`config.mk`:
```
export PLATFORM = sky130hd
export DESIGN_NAME = dcache_dm
export DESIGN_NICKNAME = d
export VERILOG_FILES = /design/src/rtl/dcache_pkg.sv /design/src/rtl/dcache_line_store.sv /design/src/rtl/dcache_dm.sv
export SDC_FILE = /design/constraint.sdc
export NUM_CORES = 1
export LEC_CHECK = 0
export ABC_CLOCK_PERIOD_IN_PS = 8140
export CORE_MARGIN = 4
export CORE_UTILIZATION = 40
export DETAILED_ROUTE_END_ITERATION = 16
export GPL_ROUTABILITY_DRIVEN = 0
export GPL_TIMING_DRIVEN = 0
export PLACE_DENSITY_LB_ADDON = 0.12
export SLEW_MARGIN = 10
export SYNTH_ARGS = -nofsm -noshare
export SYNTH_HDL_FRONTEND = slang
export SYNTH_HIERARCHICAL = 1
export SYNTH_SLANG_ARGS = --single-unit
```
`constraint.sdc`:
```
create_clock -name clk -period 8.14 [get_ports clk]
set_clock_uncertainty 0.05 [all_clocks]
set_input_delay 0.814 -clock clk [delete_from_list [all_inputs] [get_ports clk]]
set_output_delay 0.814 -clock clk [all_outputs]
set_load 0.02 [all_outputs]
```
`src/rtl/dcache_pkg.sv`:
```
// Shared geometry, FSM encoding and address field helpers for the direct-mapped data cache.
package dcache_pkg;

    localparam int ADDR_W      = 8;
    localparam int DATA_W      = 8;
    localparam int NUM_BLOCKS  = 8;
    localparam int BLOCK_BYTES = 4;
    localparam int IDX_W       = $clog2(NUM_BLOCKS);
    localparam int OFF_W       = $clog2(BLOCK_BYTES);
    localparam int TAG_W       = ADDR_W - IDX_W - OFF_W;
    localparam int LINE_W      = DATA_W * BLOCK_BYTES;
    localparam int BLK_ADDR_W  = ADDR_W - OFF_W;

    typedef enum logic [1:0] {
        IDLE      = 2'd0,
        WRITEBACK = 2'd1,
        ALLOCATE  = 2'd2
    } state_e;

    // Byte 0 of a line lives in bits [DATA_W-1:0].
    typedef logic [BLOCK_BYTES-1:0][DATA_W-1:0] line_t;

    function automatic logic [TAG_W-1:0] addr_tag(input logic [ADDR_W-1:0] a);
        return a[ADDR_W-1 -: TAG_W];
    endfunction

    function automatic logic [IDX_W-1:0] addr_idx(input logic [ADDR_W-1:0] a);
        return a[OFF_W +: IDX_W];
    endfunction

    function automatic logic [OFF_W-1:0] addr_off(input logic [ADDR_W-1:0] a);
        return a[OFF_W-1:0];
    endfunction

endpackage

```
`src/rtl/dcache_line_store.sv`:
```
// Cache line storage: combinational read of one line, byte store or whole-line fill at posedge.
// Only valid/dirty are reset; tag and data contents survive reset and are ignored while invalid.
module dcache_line_store
    import dcache_pkg::*;
(
    input  logic             clk,
    input  logic             rst,
    input  logic [IDX_W-1:0] idx_i,
    output logic             valid_o,
    output logic             dirty_o,
    output logic [TAG_W-1:0] tag_o,
    output line_t            line_o,
    input  logic             byte_we_i,
    input  logic [OFF_W-1:0] byte_off_i,
    input  logic [DATA_W-1:0] byte_dat_i,
    input  logic             fill_we_i,
    input  logic [TAG_W-1:0] fill_tag_i,
    input  line_t            fill_line_i
);

    logic [NUM_BLOCKS-1:0] valid_q;
    logic [NUM_BLOCKS-1:0] dirty_q;
    logic [TAG_W-1:0]      tag_q  [NUM_BLOCKS];
    line_t                 data_q [NUM_BLOCKS];

    assign valid_o = valid_q[idx_i];
    assign dirty_o = dirty_q[idx_i];
    assign tag_o   = tag_q[idx_i];
    assign line_o  = data_q[idx_i];

    always_ff @(posedge clk or posedge rst) begin
        if (rst) begin
            valid_q <= '0;
            dirty_q <= '0;
        end else if (fill_we_i) begin
            valid_q[idx_i] <= 1'b1;
            dirty_q[idx_i] <= 1'b0;
        end else if (byte_we_i) begin
            dirty_q[idx_i] <= 1'b1;
        end
    end

    always_ff @(posedge clk) begin
        if (fill_we_i) begin
            tag_q[idx_i]  <= fill_tag_i;
            data_q[idx_i] <= fill_line_i;
        end else if (byte_we_i) begin
            data_q[idx_i][byte_off_i] <= byte_dat_i;
        end
    end

endmodule

```
`src/rtl/dcache_dm.sv`:
```
// Direct-mapped write-back/write-allocate data cache: hits are zero-latency, misses stall the CPU
// via busy_wait for an optional dirty writeback plus an allocate, each gated by mem_busywait.
module dcache_dm
    import dcache_pkg::*;
(
    input  logic                  clk,
    input  logic                  rst,
    input  logic                  read,
    input  logic                  write,
    input  logic [ADDR_W-1:0]     address,
    input  logic [DATA_W-1:0]     write_data,
    output logic [DATA_W-1:0]     read_data,
    output logic                  busy_wait,
    output logic                  mem_read,
    output logic                  mem_write,
    output logic [BLK_ADDR_W-1:0] mem_address,
    output logic [LINE_W-1:0]     mem_writedata,
    input  logic [LINE_W-1:0]     mem_readdata,
    input  logic                  mem_busywait
);

    state_e state_q, state_d;

    logic [TAG_W-1:0] a_tag;
    logic [IDX_W-1:0] a_idx;
    logic [OFF_W-1:0] a_off;
    logic             req;
    logic             hit;
    logic             serve;
    logic             line_valid;
    logic             line_dirty;
    logic [TAG_W-1:0] line_tag;
    line_t            line_rd;
    logic             fill_we;

    assign a_tag = addr_tag(address);
    assign a_idx = addr_idx(address);
    assign a_off = addr_off(address);

    // Simultaneous read and write is not a request; reset silences the CPU side immediately.
    assign req   = (read ^ write) && !rst;
    assign hit   = line_valid && (line_tag == a_tag);
    assign serve = req && (state_q == IDLE) && hit;

    assign busy_wait = req && !((state_q == IDLE) && hit);
    assign read_data = (serve && read) ? line_rd[a_off] : '0;

    dcache_line_store u_store (
        .clk         (clk),
        .rst         (rst),
        .idx_i       (a_idx),
        .valid_o     (line_valid),
        .dirty_o     (line_dirty),
        .tag_o       (line_tag),
        .line_o      (line_rd),
        .byte_we_i   (serve && write),
        .byte_off_i  (a_off),
        .byte_dat_i  (write_data),
        .fill_we_i   (fill_we),
        .fill_tag_i  (a_tag),
        .fill_line_i (line_t'(mem_readdata))
    );

    always_ff @(posedge clk or posedge rst) begin
        if (rst) begin
            state_q <= IDLE;
        end else begin
            state_q <= state_d;
        end
    end

    always_comb begin
        state_d       = state_q;
        mem_read      = 1'b0;
        mem_write     = 1'b0;
        mem_address   = '0;
        mem_writedata = '0;
        fill_we       = 1'b0;
        case (state_q)
            IDLE: begin
                if (req && !hit) begin
                    state_d = (line_valid && line_dirty) ? WRITEBACK : ALLOCATE;
                end
            end
            WRITEBACK: begin
                mem_write     = 1'b1;
                mem_address   = {line_tag, a_idx};
                mem_writedata = line_rd;
                if (!mem_busywait) begin
                    state_d = ALLOCATE;
                end
            end
            ALLOCATE: begin
                mem_read    = 1'b1;
                mem_address = {a_tag, a_idx};
                if (!mem_busywait) begin
                    fill_we = 1'b1;
                    state_d = IDLE;
                end
            end
            default: begin
                state_d = IDLE;
            end
        endcase
    end

endmodule

```
; ---- After elaboration in Yosys (flattened, before gate mapping)
; Memory sizes are Yosys's and may differ from the RTL's.
; Cells that the tools add are included.
; Widths: inputs -> output; s select.
[op_classes]
n_lt_le_gt_ge = 4
n_eq_ne = 6
n_mux = 61
bitwise_logic = 37
reduce_logical = 18
[ops]
columns = op, n
row1 = $mux 32, 2
row2 = $mux 1, 43
row3 = $mux 8, 5
row4 = $or 1x1->1, 32
row5 = $bmux 8 s2, 1
row6 = $demux 8 s2, 1
row7 = $or 8x8->8, 2
row8 = $logic_and 1x1->1, 12
row9 = $pmux 6 s2, 1
row10 = $and 8x8->8, 1
row11 = $mux 2, 4
row12 = $not 8->8, 1
row13 = $bmux 1 s3, 2
row14 = $pmux 2 s3, 1
row15 = $lt 3x4->1 const B, 1
row16 = $ne 2x2->1 const B, 2
row17 = $demux 1 s3, 1
row18 = $eq 3x3->1, 1
row19 = $ge 3x1->1 const B, 1
row20 = $logic_not 1->1, 3
row21 = $lt 2x3->1 const B, 1
row22 = $reduce_and 3->1, 1
row23 = $eq 2x1->1 const B, 1
row24 = $eq 2x2->1 const B, 1
row25 = 5 further kinds, 5
[totals]
regBits = 18
ramBits = 280
in_bits = 53
out_inout_bits = 49
n_memories = 2
[mem_list]
columns = name, depth, width, read_ports, rd_ports_with_merged_regs, write_ports, line
row1 = u_store.data_q, 8, 32, 1, 0, 1, dcache_line_store.sv:24  ; line_t data_q [NUM_BLOCKS];
row2 = u_store.tag_q, 8, 3, 1, 0, 1, dcache_line_store.sv:23  ; logic [TAG_W-1:0] tag_q [NUM_BLOCKS];

; ---- Logic depth before layout (Yosys ltp)
; Gate-level depths: netlist of the first run.
[logic_depth]
ltp_word = 9
ltp_mapped = 12
depth_no_buf = 7

; ---- By module
; The synthesis of the first run kept the hierarchy.
[modules_own_cells]
columns = module, n_inst, cells_each, area_each_um2, seq_area_each_um2
row1 = dcache_line_store, 1, 564, 12249.2, 8808.4
row2 = dcache_dm, 1, 91, 784.5, 50.0

; ---- Least setup slack after synthesis of the first run
; Ideal clock, no wire load.
[synth_timing]
kind = input to register
start = input address[2]
end = memory u_store/data_q[0][0] (netlist bit) (enable)
setup_ps = 375
arrival_ps = 3949
path_slack_ps = 3766
cell_stages = 11
path_buffers = 4
cell_sequence = buf_6 buf_12 buf_12 mux4_2 mux2_4 xor2_1 nor4_4 and4b_1 or3b_2 clkbuf_1 a21oi_1
[synth_via]
elab_chain_len = 9
[synth_rtl]
columns = element, line
row1 = from (decl), dcache_dm.sv:10  ; input logic [ADDR_W-1:0] address,
row2 = $mem_v2 8x3, n/a
row3 = net line_tag[1], dcache_dm.sv:32  ; logic [TAG_W-1:0] line_tag;
row4 = $eq 3x3->1, dcache_dm.sv:42  ; assign hit = line_valid && (line_tag == a_tag);
row5 = $logic_and 1x1->1, dcache_dm.sv:42
row6 = $logic_and 1x1->1, dcache_dm.sv:43  ; assign serve = req && (state_q == IDLE) && hit;
row7 = $logic_and 1x1->1, dcache_dm.sv:56  ; .byte_we_i (serve && write),
row8 = $mux 1, dcache_line_store.sv:47  ; end else if (byte_we_i) begin
row9 = $mux 1, dcache_line_store.sv:44  ; if (fill_we_i) begin
row10 = $mux 32 (implied by the code), dcache_line_store.sv:48  ; data_q[idx_i][byte_off_i] <= byte_dat_i;
row11 = $or 1x1->1 (no line), n/a
row12 = to (decl), dcache_line_store.sv:24
; The timed path passes the listed nets, and every way through them passes these cells. The select of a mux whose other input is x is not followed.

; ---- Worst setup path in the final report of the first run
[layout_timing]
start = input address[4]
end = memory u_store/data_q[7][11] (netlist bit) (enable)
; Same word-level chain as after synthesis.

==> metrics.cfg, run 1 <==
[outcome]
status=finished clean

[clocking]
cts_root_buffer=clkbuf_16
cts_sinks=298
numCtsBuffers=34
post_cts_buffers=0
cts_tree=yes
cts-resized-gates=0
cts.htree.levels=2
cts_hold_buf=0
cts.clk_slew.worst_paths_ns=0.05
cts.path.max_buffers=3
clk_latency_ns=0.50

[pwr]
pwr-share-comb_pct=12.1
power_density_mw_per_mm2=236.3
intPower_mw=2.862
seqPwrFrac_pct=47.8
p_leak_nw=5.200
p_clk_share_pct=40.1
p_switching_uw=841.5
ir_drop_mv=0.1617
switching_share_pct=22.72

[global_route]
grt_usage_pct=19.32
grt_pass1_wl_um=49810
grt_pass1_vias=7216
antenna_found_initial=4
grt_overflow_total=0
grt_max_degree=17

[timing]
setup_viol=0
fmax_ghz=0.1790
post-route-period-util_pct=68.65
rsz0062_at_grt=false
period_minus_slack_ns=5.588
drv_slew=0
relSlewSlack_pct=17.90
tightest_slew_ns=1.232
setup_slack_ns=2.552
finalHoldViolations=0
tns_ns=0

[synth]
yosysMostFrequentCell=edfxtp_1
ys_types=49
avgSynthCellArea_um2=19.90
syn-num-nets=711
synth.area.top_cells=edfxtp_1 65%, mux4_2 13%, mux2_4 4.1%
synth_cells=655
synth_flop_cell=edfxtp_1
synth_edf_count=280
synth.largest_area_cell=edfxtp_1
yosys_warnings=6
synth_seq_area_share_pct=67.97
synth_area_mm2=0.01303
synthTopCellsByCount=280 x edfxtp_1, 76 x mux4_2, 36 x mux2_4
async_reset_ff_share_pct=6.040
synth_top_area_share_pct=64.51
yosys_register_bits=298

[finish]
utilization_pct=49.18
drive_gt1_share_pct=28.47
layout.nets=846
area_delta_synth_final_pct=20.28

[placement]
port_buffers=99
pre_cts_ws_ns=2.010
hpwl_um=24180

[route]
num_vias=6889
drcViolationCount=0
first_pass_iters=5
post_drt_wl_per_cell_um=27.46
avgViaCountPerCell=5.507
drt_iter0_markers=640
antenna_left=0
wirelength_um=34360

[die]
initial_core_util_pct=40.88
ios=102
fp.dieW_um=188.5
die-area_mm2=0.03554
die_h_um=188.5
coreArea_mm2=0.03188
rows=65

[critical_path]
path_class=input pin to flop
worstPathArrival_ns=5.64
end_kind=flop
start_kind=input pin
path_max_fanout=10
crit_required_ns=8.20

[flow_run]
drv_cap=0

[hold_path]
hold_path.class=flop to flop

layout by cell type, fill, tap and decap left out, drive strengths merged, types with 12 or more instances in the layout:
cell type,n
and2,35
edfxtp,280
mux4,82
nor2b,12
clkinv,13
clkdlybuf4s50,99
clkbuf,61
dfrtp,18
nor2,16
mux2,69
a21oi,25
buf,26
logic make-up after synthesis:
logic type	share of synthesized area, %
AO/OA/AOI/OAI	2.438
XOR/XNOR	0.2688
adder cells (fa/ha/maj)	0.2880
buffers and inverters	2.342
flip-flops	67.97
multiplexers	21.49
AND/OR/NAND/NOR	5.203
final cells by class:
class | count | area, µm²
multi-input combinational | 307 | 3877
antenna | 1 | 2.502
clock inverter | 19 | 196.4
fill | 2687 | 16200
clock buffer | 42 | 902.1
buffer | 45 | 286.5
inverter | 5 | 18.77
sequential | 298 | 8859
tap | 435 | 544.3
timing repair buffer | 99 | 991.0
power groups by stage:
stage | clock network, mW | logic [mW] | registers (mW)
floorplan | 0 | 0.282 | 1.79
global placement | 0 | 0.438 | 1.80
detailed placement | 0 | 0.447 | 1.80
CTS | 1.53 | 0.449 | 1.77
global route | 1.60 | 0.474 | 1.78
finish | 1.49 | 0.446 | 1.77
path summary, 6_finish.rpt:
| kind | start | endpoint | slack [ns] | depth (start not counted) |
|---|---|---|---|---|
| min in group asynchronous | rst | state_q[0] | 0.59 | 2 |
| worst min register to register | u_store/valid_q[4] | u_store/valid_q[4] | 0.41 | 1 |
| worst min-delay path | u_store/valid_q[4] | u_store/valid_q[4] | 0.41 | 1 |
| max in group asynchronous | rst | asynchronous set/reset pin | 6.85 | 2 |
| worst max register to register | u_store/tag_q[5][1] | u_store/data_q[7][11] | 3.64 | 8 |
| worst max-delay path | address[4] | u_store/data_q[7][11] | 2.55 | 11 |
per-layer routing:
metal / vias to the layer above / GRT usage, % / wire length (µm)
met4: 2 / 5.213 / 821
li1: 2950 / - / -
met2: 280 / 30.79 / 16430
met1: 3603 / 27.20 / 14620
met5: - / 0 / 13
met3: 54 / 4.261 / 2476
state kept, by name, summed over array words and instances (netlist names), named ones only:
| name | flops |
|---|---|
| u_store/data_q | 256 |
| u_store/valid_q | 8 |
| state_q | 2 |
| u_store/tag_q | 24 |
critical path, stage by stage:
cell and delay [ns]:
clkdlybuf4s50_1 0.58, buf_2 0.29, buf_2 0.36, mux4_2 0.37, mux2_4 0.31, xor2_1 0.19, nor4_4 0.47, and4b_1 0.48
clkbuf_1 0.38, nand3b_1 0.33, a21oi_1 1.05
stage by stage:
step / power, mW / instance area [µm²] / hold WS, ns / std cells
final: 3.704 / 15680 / 0.4103 / 1251
after detailed placement: 2.250 / 14570 / 0.3988 / 1189
after global routing: 3.844 / 15680 / 0.4201 / 1250
after CTS: 3.747 / 15670 / 0.4111 / 1250
after floorplan: 2.076 / 13030 / 0.3726 / 655
after global placement: 2.235 / 14570 / 0.3890 / 1189
No activity file was read; power rests on OpenSTA's default activity.
==> inputs of run 2 (changes only) <==
- ABC_CLOCK_PERIOD_IN_PS: 8140 -> 4650
- clock period: 8.14 -> 4.65 ns (I/O delays scaled with it)
==> metrics.cfg, run 2 (synthesis gave the netlist of run 1 again) <==
[outcome]
status=finished clean

[pwr]
seqPwrFrac_pct=47.3  ; -0.5 points
pwr-share-comb_pct=13.0  ; +0.9 points
ir_drop_mv=0.2884  ; +78%
total_power_mw=6.557  ; +77%
switching_share_pct=23.18  ; +0.46 points
p_leak_nw=5.478  ; +5.3%
p_clk_share_pct=39.8  ; -0.3 points
p_switching_mw=1.520  ; +81%
intPower_mw=5.038  ; +76%
power_density_mw_per_mm2=404.5  ; +71%

[route]
wirelength_um=34760  ; +1.2%
avgViaCountPerCell=5.563  ; +1.0%
antenna_left=0  ; unchanged
num_vias=7059  ; +2.5%
first_pass_iters=5  ; unchanged
post_drt_wl_per_cell_um=27.39  ; -0.28%
drt_iter0_markers=789  ; +23%
drcViolationCount=0  ; unchanged

[finish]
top_regs=u_store/data_q x256, u_store/tag_q x24, u_store/valid_q x8
fillers=2642  ; -1.7%
multi_input_area_mm2=0.004170  ; +7.6%
drive_gt1_share_pct=33.81  ; +5.3 points
regArea_mm2=0.008859  ; unchanged
final_common_cell=edfxtp_1
layout.nets=865  ; +2.2%
layoutNonFillerInstCount=1269  ; +1.4%
area_delta_synth_final_pct=24.37
regMostFlops=u_store/data_q
final_cell_mix=280 x edfxtp_1, 91 x clkdlybuf4s50_1, 76 x mux4_2
post-route-cell-area_mm2=0.01621  ; +3.4%
utilization_pct=50.85  ; +1.7 points
largest_reg_flops=256  ; unchanged
antenna_cells=0  ; -1

[placement]
hpwl_um=24180  ; unchanged
place_area_mm2=0.01457  ; unchanged
pre_cts_ws_ns=-1.131  ; -3.141 ns
place_inst=1189  ; unchanged
port_buffers=99  ; unchanged

[timing]
relSlewSlack_pct=16.40  ; -1.5 points
tns_ns=0  ; unchanged
fin_hold_ws_ns=0.2393  ; -0.1710 ns
rsz0062_at_grt=false
post-route-period-util_pct=96.55
setup_slack_ns=0.1602  ; -2.392 ns
fmax_ghz=0.2227
period_minus_slack_ns=4.490
finalHoldViolations=0  ; unchanged
tightest_slew_ns=1.254  ; +0.02255 ns
drv_slew=0  ; unchanged
setup_viol=0  ; unchanged

[die]
initial_core_util_pct=40.88  ; unchanged
die-area_mm2=0.03554  ; unchanged
coreArea_mm2=0.03188  ; unchanged
fp.dieW_um=188.5  ; unchanged
ios=102  ; unchanged
rows=65  ; unchanged
die_h_um=188.5  ; unchanged

[clocking]
cts_root_buffer=clkbuf_16
cts_hold_buf=0  ; unchanged
cts.path.max_buffers=3  ; unchanged
cts_tree=yes
clk_latency_ns=0.50  ; about the same
cts_sinks=298  ; unchanged
cts.htree.levels=2  ; unchanged
numCtsBuffers=34  ; unchanged
cts.clk_slew.worst_paths_ns=0.05  ; about the same

[flow_run]
drv_cap=0  ; unchanged

[global_route]
grt_overflow_total=0  ; unchanged
grt_usage_pct=19.43  ; +0.11 points
grt_pass1_wl_um=50380  ; +1.1%
grt_max_degree=17  ; unchanged
grt_pass1_vias=7294  ; +1.1%
antenna_found_initial=3  ; -1

[critical_path]
start_kind=input pin
crit_required_ns=4.81  ; -3.39 ns
path_class=input pin to flop
slowest_delay_ns=0.56  ; -0.49 ns
crit_chain=clkdlybuf4s50_1 -> buf_6 -> buf_12 -> buf_8 -> mux4_2 -> mux2_2 -> xor2_1 -> nor4_4 -> and4b_1 -> clkbuf_1 -> nand3b_1 -> buf_4 -> buf_4 -> a21oi_4 -> buf_12
slowest_stage=clkdlybuf4s50_1
crit_buf_inv=8  ; +4
critPathTopFamily=buffers and inverters
path_max_fanout=10  ; unchanged
worstPathArrival_ns=4.65  ; -0.99 ns
end_kind=flop

[hold_path]
hold_path.class=input pin to asynchronous set/reset pin

run 2: path summary, 6_finish.rpt:
kind                                      from                          to  cells after the start  slack [ns]
setup / recovery                    address[2]       u_store/data_q[0][12]                     15        0.16
hold / removal                             rst                  state_q[0]                      2        0.24
setup reg to reg           u_store/tag_q[0][0]       u_store/data_q[0][12]                     11        0.88
hold reg to reg             u_store/valid_q[4]          u_store/valid_q[4]                      1        0.41
max in group asynchronous                  rst  asynchronous set/reset pin                      2        3.72
min in group clk            u_store/valid_q[4]          u_store/valid_q[4]                      1        0.41
run 2: repair_timing:
item | 4_1_cts | 5_1_grt
setup buffers | 5 | 15
setup endpoints to repair | 200 | 87
cloned | 0 | 0
resized for setup | 44 | 24
pin swaps | 3 | 11
endpoints found under the hold margin | 0 | 0
run 2: power by group through the flow:
stage / clock network [mW] / registers [mW] / logic (mW)
floorplan: 0 / 3.14 / 0.494
global placement: 0 / 3.15 / 0.766
detailed placement: 0 / 3.16 / 0.783
CTS: 2.67 / 3.10 / 0.825
global route: 2.79 / 3.11 / 0.898
finish: 2.61 / 3.10 / 0.850
run 2: routing by layer:
| metal | up-vias | GRT usage [%] | part of all wire, % |
|---|---|---|---|
| li1 | 2988 | - | - |
| met1 | 3747 | 27.92 | 44 |
| met3 | 52 | 3.390 | 6.0 |
| met5 | - | 0 | 0 |
| met2 | 272 | 31.04 | 48 |
| met4 | 0 | 5.213 | 2.3 |
run 2: cell type report:
| cell class | count | area share [%] |
|---|---|---|
| Tap cell | 435 | 3.358 |
| Buffer | 44 | 1.775 |
| Clock inverter | 19 | 1.212 |
| Clock buffer | 42 | 5.565 |
| Sequential cell | 298 | 54.65 |
| Inverter | 5 | 0.1158 |
| Multi-Input combinational cell | 307 | 25.73 |
| Timing Repair Buffer | 119 | 7.603 |
==> inputs of run 3 (changes only) <==
- TNS_END_PERCENT: default -> 100
==> results of run 3 <==
The final DEF is identical to that of run 2; final timing and power are the same.
